[src/rtl/seq_divider.sv]
// seq_divider
//   Multi-cycle unsigned restoring divider. It produces one quotient bit per
//   clock and sits beside the single-cycle ALU as the long-latency execute
//   unit. The pipeline controller drives it through a start/busy/done
//   handshake.
//
//   state | meaning
//   ------+---------------------------------------------------------------
//   IDLE  | waiting for start; results from the last operation are held
//   CALC  | one subtract-and-compare step per cycle, WIDTH steps in total
//   DONE  | done pulse cycle; a new start here is accepted with no gap
//
// Ports
//   clk        rising-edge clock
//   rst_n      asynchronous active-low reset
//   start      request, sampled only while not busy
//   dividend   unsigned numerator, captured with an accepted start
//   divisor    unsigned denominator, captured with an accepted start
//   busy       high while a division is in progress
//   done       one-cycle pulse, results valid
//   quotient   registered quotient (all ones on divide-by-zero)
//   remainder  registered remainder (dividend on divide-by-zero)
//   div_zero   registered divide-by-zero flag, held with the results
module seq_divider #(
  parameter int WIDTH = 16
) (
  input  logic             clk,
  input  logic             rst_n,
  input  logic             start,
  input  logic [WIDTH-1:0] dividend,
  input  logic [WIDTH-1:0] divisor,
  output logic             busy,
  output logic             done,
  output logic [WIDTH-1:0] quotient,
  output logic [WIDTH-1:0] remainder,
  output logic             div_zero
);

  localparam int CW = $clog2(WIDTH);

  typedef enum logic [1:0] {
    IDLE = 2'd0,
    CALC = 2'd1,
    DONE = 2'd2
  } state_t;

  state_t           state;
  logic [CW-1:0]    cnt;
  logic [WIDTH:0]   rem_r;
  logic [WIDTH-1:0] q_r;
  logic [WIDTH-1:0] dvsr_r;

  logic [WIDTH:0]   shifted;
  logic [WIDTH+1:0] diff;
  logic             q_bit;
  logic [WIDTH:0]   rem_next;
  logic [WIDTH-1:0] q_next;

  // The partial remainder is always below the divisor after a step. Its top
  // bit therefore never reaches the shifted value, so it is not read.
  logic unused_rem_msb;
  assign unused_rem_msb = rem_r[WIDTH];

  // T = shifted - divisor, formed as shifted + ~divisor + 1 over WIDTH+1
  // bits. Bit WIDTH+1 is the carry out: it is set exactly when shifted is at
  // least the divisor, which means the subtraction did not borrow.
  assign shifted  = {rem_r[WIDTH-1:0], q_r[WIDTH-1]};
  assign diff     = {1'b0, shifted} + {1'b0, ~{1'b0, dvsr_r}} + (WIDTH+2)'(1);
  assign q_bit    = diff[WIDTH+1];
  assign rem_next = q_bit ? diff[WIDTH:0] : shifted;
  assign q_next   = {q_r[WIDTH-2:0], q_bit};

  always_ff @(posedge clk or negedge rst_n) begin
    if (!rst_n) begin
      state     <= IDLE;
      busy      <= 1'b0;
      done      <= 1'b0;
      quotient  <= '0;
      remainder <= '0;
      div_zero  <= 1'b0;
      cnt       <= '0;
      rem_r     <= '0;
      q_r       <= '0;
      dvsr_r    <= '0;
    end else begin
      case (state)
        IDLE, DONE: begin
          done <= 1'b0;
          if (start) begin
            dvsr_r <= divisor;
            if (divisor == '0) begin
              state     <= DONE;
              done      <= 1'b1;
              quotient  <= '1;
              remainder <= dividend;
              div_zero  <= 1'b1;
            end else begin
              state <= CALC;
              busy  <= 1'b1;
              cnt   <= CW'(WIDTH - 1);
              rem_r <= '0;
              q_r   <= dividend;
            end
          end else begin
            state <= IDLE;
          end
        end
        CALC: begin
          rem_r <= rem_next;
          q_r   <= q_next;
          if (cnt == '0) begin
            state     <= DONE;
            busy      <= 1'b0;
            done      <= 1'b1;
            quotient  <= q_next;
            remainder <= rem_next[WIDTH-1:0];
            div_zero  <= 1'b0;
          end else begin
            cnt <= cnt - CW'(1);
          end
        end
        default: begin
          state <= IDLE;
          busy  <= 1'b0;
          done  <= 1'b0;
        end
      endcase
    end
  end

endmodule

[config.mk]
export PLATFORM = sky130hd
export DESIGN_NAME = seq_divider
export DESIGN_NICKNAME = d
export VERILOG_FILES = /design/src/rtl/seq_divider.sv
export SDC_FILE = /design/constraint.sdc
export NUM_CORES = 1
export LEC_CHECK = 0
export CORE_ASPECT_RATIO = 0.5
export CORE_UTILIZATION = 55
export CTS_CLUSTER_DIAMETER = 120
export DETAILED_ROUTE_END_ITERATION = 16
export PLACE_DENSITY = 0.81
export SYNTH_ARGS = -nofsm -noshare
export SYNTH_HDL_FRONTEND = slang
export SYNTH_SLANG_ARGS = --single-unit
[constraint.sdc]
create_clock -name clk -period 4.4 [get_ports clk]
set_input_delay 0.44 -clock clk [delete_from_list [all_inputs] [get_ports clk]]
set_output_delay 0.44 -clock clk [all_outputs]
set_load 0.01 [all_outputs]
==> key figures <==
Routing
  • DR iter-0 viols: 424
  • Routed len/inst: 17.4 µm
  • DR WL met3: 760 µm
  • DRC Markers: 0
  • Top sig layer: met4
  • Drt pass-1 iters: 5
  • Via count: 4,133
  • Final WL: 12,400 µm
  • Met1 wire length: 6130 µm
  • Met2 Wirelength: 5400 µm
  • DRT antenna net count: 0
  • Vias per cell: 5.80

Timing
  • Final Hold Vio Count: 0
  • Slew Limit Fails: 0
  • Fmax: 0.296 GHz
  • Fin Setup TNS: 0 ns
  • Unrepaired setup endpoints after global routing: no
  • Final setup fails: 0
  • Slew @ Worst Pin: 1.06 ns
  • Clock Skew: 0.00333 ns
  • Period Utilization, post-route: 76.8%
  • Max-slew headroom: 29.0%
  • Tmin final: 3.38 ns

Layout
  • Layout cell share with drive strength beyond 1: 5.17%
  • Layout Nets: 648
  • Final non-filler cell total: 712
  • Inserted Diodes: 0
  • Area growth syn-to-layout: 23.5%

Setup path
  • Worst setup EP type: flop
  • CP startpoint kind: flop
  • Req. time, crit path: 4.60 ns
  • Worst EP arrival: 3.58 ns
  • Crit-path cells: ha_1, a211oi_2, o211ai_1, a311o_1, nor3b_4, mux2i_1, a21oi_1, nor2_1, a221oi_1
  • Kind of critical path: reg -> reg
  • CP max FO: 18
  • Slowest stage delay, CP: 0.81 ns
  • CP max-delay cell: nor3b_4

Placement
  • RePlAce Congestion: 0.948
  • Placed cell count: 696
  • Input/output buffers: 69
  • Detailed placement HPWL: 8640 µm

Synth
  • Largest area contributor in the netlist: dfrtp_1
  • Register area share after synthesis: 47.7%
  • Synth top area share: 47.7%
  • Synth top area cells: dfrtp_1 (48%), nand2_1 (8.3%), o21ai_0 (7.0%), ha_1 (4.6%), nor2_1 (3.8%)
  • Leading register cell type out of synthesis: dfrtp_1
  • Fraction of registers with async set/reset: 100%
  • EDFF count, synth: 0
  • Syn. warnings: 0
  • Syn_nets: 588
  • Yosys reg bits: 88
  • Commonest cells in the netlist: nand2_1 (102), dfrtp_1 (88), o21ai_0 (65), nor2_1 (47), a21oi_1 (31)
  • Mean Syn Cell Area: 8.63 µm²
  • Mapped cell area: 4620 µm²
  • Cell with the most instances after synthesis: nand2_1
  • Mapped Cells: 535
  • Distinct cells, synth: 47

CTS
  • Worst-Skew Late Latency: 0.35 ns
  • # hold bufs at CTS: 0
  • CTS resizes: 0
  • Total CTS buffers: 9
  • CTS tree: built
  • Clk root buf: clkbuf_16
  • Depth of the CTS H-tree: 3
  • Clock-pin slew of the registers on the worst-case setup and hold paths: 0.07 ns
  • Clock Path Buffers: 2
  • Clock sink count: 88
  • Post-CTS Setup Repair Bufs: 0

Die
  • Total Die Area: 8790 µm²
  • Die H: 66.8 µm
  • Row count: 23
  • Chip Width: 132 µm
  • Starting Density: 57.3%
  • Total core area: 8060 µm²
  • Num ports: 70

Pwr
  • Leakage: 0.00252 µW
  • Sequential share of power: 28.6%
  • P per Cell Area: 920 nW/µm²
  • Design Power: 5250 µW
  • P_int: 2900 µW
  • Psw: 2340 µW
  • Switching fraction of total power: 44.7%
  • Comb power frac: 56.5%
  • Clock power frac: 15.0%
  • Max rail drop VDD: 0.412 mV

Global route
  • Vias in the first global route: 4,009
  • GRT Residual Overflow: 0
  • Largest net degree at the start of global routing: 52
  • GRT Resource Usage Total: 30.4%
  • First-pass GRT wire length: 20,200 µm
  • Initial antenna violation count: 0

Run status
  • Status: finished, final reports clean

Flow run
  • Max-Cap Viols: 0

Hold path
  • Worst hold path type: in -> async
[critical path, delay by kind of cell, from the launching register on]
kind / cells / cell delay (ns)
simple gates: 2 / 0.94
mux: 1 / 0.51
fa+ha+maj: 1 / 0.38
flops: 1 / 0.40
compound gates: 5 / 0.99
[per-layer routing]
metal | GRT usage, % | vias to the layer above
met4 | 10.0 | 0
met5 | 0 | -
met2 | 48.2 | 149
met3 | 5.63 | 14
li1 | - | 1964
met1 | 42.4 | 2006
[layout by cell type, fill, tap and decap left out, drive strengths merged, types with 2 or more instances in the layout]
cell,count
nand4,2
o211ai,8
buf,10
nand2b,7
nor3b,3
dfrtp,88
xnor2,9
ha,17
and3,2
a21o,6
a31oi,13
nor2b,4
a211oi,8
xor2,4
or3,2
and2,3
a221oi,3
nand2,102
and4,2
inv,31
clkinvlp,2
nor4,5
mux2i,9
a21oi,31
o31ai,2
nand3,13
nor2,47
a22o,2
o21a,3
clkdlybuf4s50,68
clkbuf,9
o21ai,72
[layout make-up]
| cell class | count | area (µm²) |
|---|---|---|
| Fill cell | 627 | 2350 |
| Sequential cell | 88 | 2200 |
| Multi-Input combinational cell | 390 | 2200 |
| Timing Repair Buffer | 78 | 756 |
| Clock buffer | 9 | 225 |
| Tap cell | 112 | 140 |
| Inverter | 28 | 105 |
| Clock inverter | 7 | 76.3 |
[stage by stage]
stage	utilization [%]	worst slack [ns]	hold slack (ns)	area (µm²)
floorplan	-	1.96	0.144	4620
global placement	67.0	1.07	0.459	5400
detailed placement	67.0	1.10	0.471	5400
CTS	70.8	1.08	0.152	5700
global route	70.8	0.761	0.183	5700
finish	70.8	1.02	0.114	5700
[state kept, by name, summed over array words and instances (netlist names)]
signal	cells
cnt	4
remainder	16
div_zero	1
q_r	16
quotient	16
dvsr_r	16
busy	1
state	2
rem_r	16
[power groups by stage]
| stage | clock (µW) | sequential, µW | combinational [µW] |
|---|---|---|---|
| 3_5_place_dp | 0 | 1500 | 2870 |
| 6_report | 786 | 1500 | 2960 |
| 3_3_place_gp | 0 | 1490 | 2840 |
| 4_1_cts | 796 | 1490 | 2920 |
| 2_1_floorplan | 0 | 1490 | 1940 |
| 5_1_grt | 825 | 1540 | 3280 |
[cells by family after synthesis]
family	synth area share (%)
DFF	47.7
AOI/OAI and AO/OA	19.5
muxes	1.95
xor gates and xnor gates	2.46
adders and majority gates	5.04
and+or+nand+nor	18.5
buffers and inverters	4.90
[worst paths after layout]
path | start | endpoint | slack (ns) | cells past startpoint
setup / recovery | rem_r[9]$_DFFE_PN0P_ | remainder[7]$_DFFE_PN0P_ | 1.02 | 9
hold / removal | rst_n | dvsr_r[2]$_DFFE_PN0P_ | 0.11 | 1
setup reg to reg | rem_r[9]$_DFFE_PN0P_ | remainder[7]$_DFFE_PN0P_ | 1.02 | 9
hold reg to reg | busy$_DFFE_PN0P_ | busy$_DFFE_PN0P_ | 0.48 | 2
max in group asynchronous | rst_n | div_zero$_DFFE_PN0P_ | 3.33 | 2
min in group clk | busy$_DFFE_PN0P_ | busy$_DFFE_PN0P_ | 0.48 | 2
Note: power is estimated with default switching activity, not from simulation.
